[src/rtl/mult_unit.sv]
// Sequential 32x32 shift-add multiplier for mult/multu, producing HI/LO.
// All arithmetic, including sign fix-up, goes through one 32-bit ripple-carry adder.

module add (
    input  logic [31:0] a,
    input  logic [31:0] b,
    input  logic        cin,
    output logic [31:0] sum,
    output logic        cout
);

    logic [32:0] carry;

    always_comb begin
        carry    = '0;
        sum      = '0;
        carry[0] = cin;
        for (int i = 0; i < 32; i++) begin
            sum[i]       = a[i] ^ b[i] ^ carry[i];
            carry[i + 1] = (a[i] & b[i]) | (carry[i] & (a[i] ^ b[i]));
        end
        cout = carry[32];
    end

endmodule

module mult_unit (
    input  logic        clk,
    input  logic        reset,
    input  logic        start,
    input  logic        sgn,
    input  logic [31:0] a,
    input  logic [31:0] b,
    output logic        busy,
    output logic        done,
    output logic [31:0] hi,
    output logic [31:0] lo
);

    typedef enum logic [1:0] {IDLE, RUN, NEGLO, NEGHI} state_t;

    state_t      state;
    state_t      next_state;
    logic [31:0] mc;
    logic [31:0] acc;
    logic [31:0] q;
    logic [4:0]  cnt;
    logic        neg;
    logic        c;

    logic [31:0] add_a;
    logic [31:0] add_b;
    logic        add_cin;
    logic [31:0] sum;
    logic        cout;
    logic [31:0] abs_a;
    logic        neg_b;

    add u_add (
        .a    (add_a),
        .b    (add_b),
        .cin  (add_cin),
        .sum  (sum),
        .cout (cout)
    );

    always_ff @(posedge clk) begin
        if (reset) state <= IDLE;
        else       state <= next_state;
    end

    always_comb begin
        next_state = state;
        case (state)
            IDLE:    if (start) next_state = RUN;
            RUN:     if (cnt == 5'd31) next_state = NEGLO;
            NEGLO:   next_state = NEGHI;
            NEGHI:   next_state = IDLE;
            default: next_state = IDLE;
        endcase
    end

    // While idle the adder forms -a so the magnitude is ready at the accept edge.
    always_comb begin
        add_a   = '0;
        add_b   = '0;
        add_cin = 1'b0;
        case (state)
            IDLE: begin
                add_a   = ~a;
                add_cin = 1'b1;
            end
            RUN: begin
                add_a = acc;
                add_b = q[0] ? mc : 32'd0;
            end
            NEGLO: begin
                add_a   = neg ? ~q : q;
                add_cin = neg;
            end
            NEGHI: begin
                add_a = neg ? ~acc : acc;
                add_b = {31'd0, neg & c};
            end
            default: ;
        endcase
    end

    assign abs_a = (sgn & a[31]) ? sum : a;
    assign neg_b = sgn & b[31];
    assign busy  = (state != IDLE);

    // The adder is busy with |a| at accept, so |b| = ~b + 1 is taken as q = ~b with
    // acc preloaded to |a|: after 32 shifts that preload lands as +|a| in the product.
    always_ff @(posedge clk) begin
        if (reset) begin
            mc   <= '0;
            acc  <= '0;
            q    <= '0;
            cnt  <= '0;
            neg  <= 1'b0;
            c    <= 1'b0;
            hi   <= '0;
            lo   <= '0;
            done <= 1'b0;
        end else begin
            done <= 1'b0;
            case (state)
                IDLE: begin
                    if (start) begin
                        mc  <= abs_a;
                        q   <= neg_b ? ~b : b;
                        acc <= neg_b ? abs_a : 32'd0;
                        neg <= sgn & (a[31] ^ b[31]);
                        cnt <= '0;
                    end
                end
                RUN: begin
                    {acc, q} <= {cout, sum, q[31:1]};
                    cnt      <= cnt + 5'd1;
                end
                NEGLO: begin
                    q <= sum;
                    c <= cout;
                end
                NEGHI: begin
                    hi   <= sum;
                    lo   <= q;
                    done <= 1'b1;
                end
                default: ;
            endcase
        end
    end

endmodule

[config.mk]
export PLATFORM = sky130hd
export DESIGN_NAME = mult_unit
export DESIGN_NICKNAME = d
export VERILOG_FILES = /design/src/rtl/mult_unit.sv
export SDC_FILE = /design/constraint.sdc
export NUM_CORES = 1
export LEC_CHECK = 0
export CAP_MARGIN = 25
export CORE_MARGIN = 8
export CORE_UTILIZATION = 50
export DETAILED_ROUTE_END_ITERATION = 10
export GPL_TIMING_DRIVEN = 0
export HOLD_SLACK_MARGIN = 0.03
export PLACE_DENSITY_LB_ADDON = 0.12
export SLEW_MARGIN = 20
export SYNTH_ARGS = -nofsm -noshare
export SYNTH_HDL_FRONTEND = slang
export SYNTH_HIERARCHICAL = 1
export SYNTH_SLANG_ARGS = --single-unit
[constraint.sdc]
create_clock -name clk -period 15.9 [get_ports clk]
set_input_delay 1.59 -clock clk [delete_from_list [all_inputs] [get_ports clk]]
set_output_delay 1.59 -clock clk [all_outputs]
set_load 0.005 [all_outputs]
======== Word level (Yosys, flattened, before mapping) ========
Index checks and enable logic that the tools add are counted.
word-level totals
  output and inout bits ................... 66
  register bits after elaboration ......... 170
  logic and storage cells ................. 213
operators by class
  equal/unequal tests ..................... 6
  add/sub/neg operators ................... 1
  multiplexer cells ....................... 19
  reductions and logical operators ........ 8
  bitwise logic cells ..................... 169
operators by type and width
  operator                                                         number
  32-bit two-way mux                                               8
  32-bit inverter                                                  4
  32-bit case mux with 2 select lines                              2
  32-bit case mux with 4 select lines                              1
  32-bit case mux with 3 select lines                              1
  1-bit bitwise AND                                                68
  1-bit XOR                                                        65
  1-bit OR                                                         32
  5-bit case mux with 2 select lines                               1
  2-bit case mux with 4 select lines                               1
  2-bit AND reduction                                              4
  5-bit by 1-bit adder with 5-bit output, second input constant    1
  5-bit == test, second input constant                             1
  5-bit two-way mux                                                1
  2-bit == test, second input constant                             2
  2-bit two-way mux                                                2
  2-bit != test, second input constant                             2
  2-bit nonzero test                                               2
  3-bit nonzero test                                               1
  2-bit by 1-bit == test with 1-bit output, second input constant  1
  2-bit zero test                                                  1
  1-bit case mux with 2 select lines                               1
  1-bit two-way mux                                                1

======== Depth between registers and ports, before layout ========
  depth after elaboration ................. 71
  mapped depth ............................ 47
  gate-level depth less buffers ........... 46

======== Hierarchy ========
Netlist, hierarchy kept.
modules (own cells, without submodules)
  module     seq. area each (µm²)  area an instance (µm²)  instances  cells each
  mult_unit  3403.3                9778.1                  1          1123
  add        0.0                   678.2                   1          42

======== Least setup slack after synthesis ========
Ideal clock, no wire load.
  path type ............................... input port to flip-flop
  from .................................... input port a[0]
  to ...................................... register acc[31]
  setup time .............................. 0.078 ns
  required time ........................... 15.822 ns
  arrival time ............................ 14.265 ns
  slack ................................... 1.557 ns
  stages .................................. 41
  cell sequence ........................... a21oi_1 > fa_1 > fa_1 > fa_1 > fa_1 > fa_1 > fa_1 > fa_1 > fa_1 > fa_1 > fa_1 > fa_1 > fa_1 > fa_1 > fa_1 > fa_1 > fa_1 > inv_1 > [... 5 more ...] > fa_1 > fa_1 > fa_1 > fa_1 > fa_1 > fa_1 > fa_1 > fa_1 > fa_1 > fa_1 > fa_1 > inv_1 > fa_1 > inv_1 > nand2_1 > nor3_1 > a211oi_1 > nor3_1
on the way
  longest elaborated chain between the ends .. 70
  elaborated cells on any way between the ends .. 73
ends and longest elaborated chain
  what                                   line  text
  start, declared                        32    input logic [31:0] a,
  32-bit inverter *                      90    add_a = ~a;
  32-bit case mux with 4 select lines *  88    case (state)
  1-bit XOR                              20    carry[i + 1] = (a[i] & b[i]) | (carry[i] & (a[i] ^ b[i]));
  1-bit bitwise AND                      20
  1-bit OR *                             20
  1-bit bitwise AND *                    20
  1-bit OR *                             20
  1-bit bitwise AND *                    20
  [... 55 more ...]                      n/a
  1-bit bitwise AND *                    20
  1-bit OR *                             20
  1-bit XOR *                            19    sum[i] = a[i] ^ b[i] ^ carry[i];
  via sum[31]                            54    logic [31:0] sum;
  32-bit two-way mux *                   109   assign abs_a = (sgn & a[31]) ? sum : a;
  32-bit two-way mux *                   133   acc <= neg_b ? abs_a : 32'd0;
  32-bit two-way mux *                   130   if (start) begin
  32-bit case mux with 2 select lines *  128   case (state)
  end signal, assigned                   133
  end signal, assigned                   139   {acc, q} <= {cout, sum, q[31:1]};
  end, declared                          45    logic [31:0] acc;
The timed path passes the listed nets; every way through them passes the cells marked *. The select of a mux whose other input is x is not followed.
A chain may end at the register's enable or synchronous reset.

======== Final worst setup path ========
  from .................................... input port a[0]
  to ...................................... register acc[31]
on the way
  longest elaborated chain between the ends .. 70
  elaborated cells on any way between the ends .. 73
ends and longest elaborated chain
  what                                   line  text
  32-bit inverter *                      90
  32-bit case mux with 4 select lines *  88
  via add_a[0]                           51    logic [31:0] add_a;
  1-bit XOR                              20
  1-bit bitwise AND                      20
  1-bit OR *                             20
  1-bit bitwise AND *                    20
  1-bit OR *                             20
  [... 56 more ...]                      n/a
  1-bit bitwise AND *                    20
  1-bit OR *                             20
  1-bit XOR *                            19
  via sum[31]                            54
  32-bit two-way mux *                   109
  32-bit two-way mux *                   133
  32-bit two-way mux *                   130
  32-bit case mux with 2 select lines *  128
Marks and branches as above.

==> summary.txt <==
Synthesis
  • Post-synth top area share: between 30% and 40%
  • Synth top cells by count: 170 x dfxtp_1, 167 x nor2_1, 142 x nand2_1
  • Mapped Cells: 1165
  • Post-synthesis sequential area ratio: 32.5%
  • Yosys reg bits: between 150 and 200
  • Leading area contributor after synthesis: dfxtp_1
  • EDFF count, synth: 0
  • Share of flip-flops with an asynchronous set or reset: 0%
  • Top-count cell post-synth: dfxtp_1
  • Primary FF master, synth: dfxtp_1
  • Top post-synthesis cells by area: dfxtp_1 33%, mux2i_1 9.2%, fa_1 6.1%, nor2_1 6.0%, nand2_1 5.1%
  • Synthesized area: roughly 10000 sq um
  • Post-Synthesis Net Count: roughly 1300
  • Yosys cell types: 48
  • Synth warn: 6
  • Syn avg cell area: about 9 sq um

Worst hold path
  • Min-Delay Path Depth: 2
  • Min-delay src: mc[31]$_SDFFE_PP0P_
  • Hold Crit Class: flip-flop to flip-flop
  • Hold endpoint: mc[31]$_SDFFE_PP0P_

Timing
  • Worst Tran Pin Value: 0.802 ns
  • Final Cycle Share: between 90% and 100%
  • Slew margin rel.: 46.5%
  • Final TNS setup: 0 ns
  • Fin. Hold Viols: 0
  • F_max: ~65 MHz
  • Endpoints failing setup: 0
  • RSZ-0062 raised after global routing: no
  • Post-route minimum period: 15.37 ns
  • Max-slew violation count: 0
  • Final hold slack: 0.468 ns
  • Post-route clock skew: 0.0103 ns

Critical path
  • Critical path arrival: 15.72 ns
  • Max stage delay cell, worst path: clkdlybuf4s50_1
  • Worst-case reg-to-reg path depth: between 40 and 50
  • Worst r2r dst: acc[31]$_SDFFE_PP0P_
  • CP max stage delay: around 0.55 ns
  • CP Buf/Inv Count: 5
  • CP Class: input port to flip-flop
  • CP Capture Type: flip-flop
  • Crit path depth: between 40 and 50
  • Critical path required time: about 16 ns
  • CP Max Fanout: 5
  • Startpoint types: input port
  • R2R Setup Slk: just under 0.6 ns
  • R2R Path Start: state[0]$_SDFFE_PP0P_
  • CP top delay family: adder cells
  • CP dominant cell by count: fa_1

Die
  • Num ports: around 130
  • Die Wd: about 160 um
  • Site row count: 53
  • Die ar.: about 26000 sq um
  • Initial Utilization: a little over 50%
  • Vert. Die Dim: about 160 um
  • Core area: just over 20000 sq um

Routing
  • Number of DRC markers in iteration 0: roughly 850
  • 1st-pass router iterations: 6
  • Wire per inst: ~21 um
  • DRC Markers: 0
  • Wirelength, routed: ~34000 um
  • Vias/cell: a little under 6
  • Final ANT Viol Nets: 0
  • Via count: roughly 9400

Finish
  • Area delta synth->final: 21.8%
  • Finished Core Util: roughly three fifths
  • Layout cells sized above 1: between 10 and 15%
  • Layout Nets: approximately 1400
  • Finished Layout Cells: 1600
  • # diodes: 0

Placed design
  • # placed instances: 1570
  • Placer Congestion: slightly above 0.9
  • Dpl hpwl: about 26000 um
  • PortBufs: between 100 and 150

CTS
  • Postcts setup bufs: 0
  • CTS clk-pin slew, worst paths: about 0.070 ns
  • Root Driver: clkbuf_16
  • CTS H-Tree Depth: 4
  • Clk_lat worst skew: between 0.4 and 0.5 ns
  • CTS tree: built
  • TritonCTS Buffers: 17
  • Clock sinks: between 150 and 200
  • Maximum root-to-sink buffer count: 2

Global route
  • Grt met3 use: 5.94%
  • Gr ovfl total: 0
  • Global-route wire length before repair: ~54000 um
  • Total track usage: approximately a quarter
  • Grt peak-use layer: met2
  • Largest net degree at the start of global routing: 17
  • GR met1 Demand/Resource: between 30 and 40%
  • Grt met2 use: approximately two fifths
  • Number of global-route vias before repair: about 9400
  • Initial antenna violation count: 0

Power and ir drop
  • Leakage power: 0.00479 uW
  • PD cells: around 190 nW/um^2
  • Total Power: 2480 uW
  • VDD IR max: around 0.091 mV

Outcome
  • Outcome: complete, no violations

Job
  • Max Cap Viol: 0
## layout by cell type (no fill, tap or decap), types with 28 or more instances in the layout
master / instances
dfxtp_1: 169
nor2_1: 167
nand2_1: 142
clkdlybuf4s50_1: 130
mux2i_1: 96
buf_2: 54
a21oi_1: 36
nand3_1: 36
a22oi_1: 36
xnor2_1: 35
clkbuf_1: 33
and2_1: 32
fa_1: 32
o211ai_1: 31
a211oi_1: 29
a221o_1: 28
o221ai_1: 28
a311oi_2: 28
## what timing repair did
| action | CTS | global route |
|---|---|---|
| resized for setup | 0 | 2 |
| hold buffers | 0 | 0 |
| setup endpoints to repair | 0 | 5 |
## power by group
part	total [uW]	internal, uW	switching [uW]
clock	458	267	191
sequential	692	548	144
combinational	1330	479	849
## worst max-delay path by stage
| stage | from | to | slack [ns] |
|---|---|---|---|
| 2_1_floorplan | a[0] | acc[31]$_SDFFE_PP0P_ | 1.56 |
| 3_3_place_gp | a[0] | q[31]$_SDFFE_PP0P_ | 0.18 |
| 6_report | a[0] | acc[31]$_SDFFE_PP0P_ | 0.53 |
| 5_1_grt | state[0]$_SDFFE_PP0P_ | acc[31]$_SDFFE_PP0P_ | 0.02 |
| 4_1_cts | state[0]$_SDFFE_PP0P_ | acc[31]$_SDFFE_PP0P_ | 0.39 |
| 3_5_place_dp | a[0] | q[31]$_SDFFE_PP0P_ | 0.18 |
## cell families after synthesis
logic type / count (synthesis) / share of synthesized area, %
and+or+nand+nor: 427 / 18.3
muxes: 96 / 9.19
DFF: 170 / 32.5
buffers and inverters: 131 / 6.53
AOI/OAI and AO/OA: 264 / 23.2
adders and majority gates: 41 / 7.20
xor gates and xnor gates: 36 / 3.02
## layout make-up
type                       instances  area [sq um]
clock buffer                      17           425
clock inverter                    14           211
fill                            1819          8020
inverter                          15          56.3
timing repair buffer             130          1300
sequential                       170          3400
multi-input combinational        864          6370
tap                              275           344
buffer                           115           623
## sequential cells by signal, summed over array words and instances, names as in the netlist
register and count:
hi 32, done 1, acc 32, neg 1, c 1, state 2, cnt 5, mc 32
lo 32, q 32
## through the flow
step / setup slack, ns / instance area, sq um
finish: 0.532 / 12700
global route: 0.0171 / 12700
CTS: 0.386 / 12700
detailed placement: 0.183 / 12100
global placement: 0.179 / 12100
floorplan: 1.56 / 10500
## layer usage
metal | part of all wire (%) | wire, um
met5 | 0 | 0
met1 | 47 | 15900
met3 | 8.1 | 2720
met2 | 43 | 14500
met4 | 1.5 | 512
## worst register-to-register path, delay by kind of cell, from the launching register on
kind	cells	cell delay (ns)
adder cells (fa/ha/maj)	33	12.86
buffers and inverters	7	0.83
AO/OA/AOI/OAI	4	0.75
flip-flops	1	0.40
AND/OR/NAND/NOR	3	0.39
Note: power is estimated with default switching activity, not from simulation.
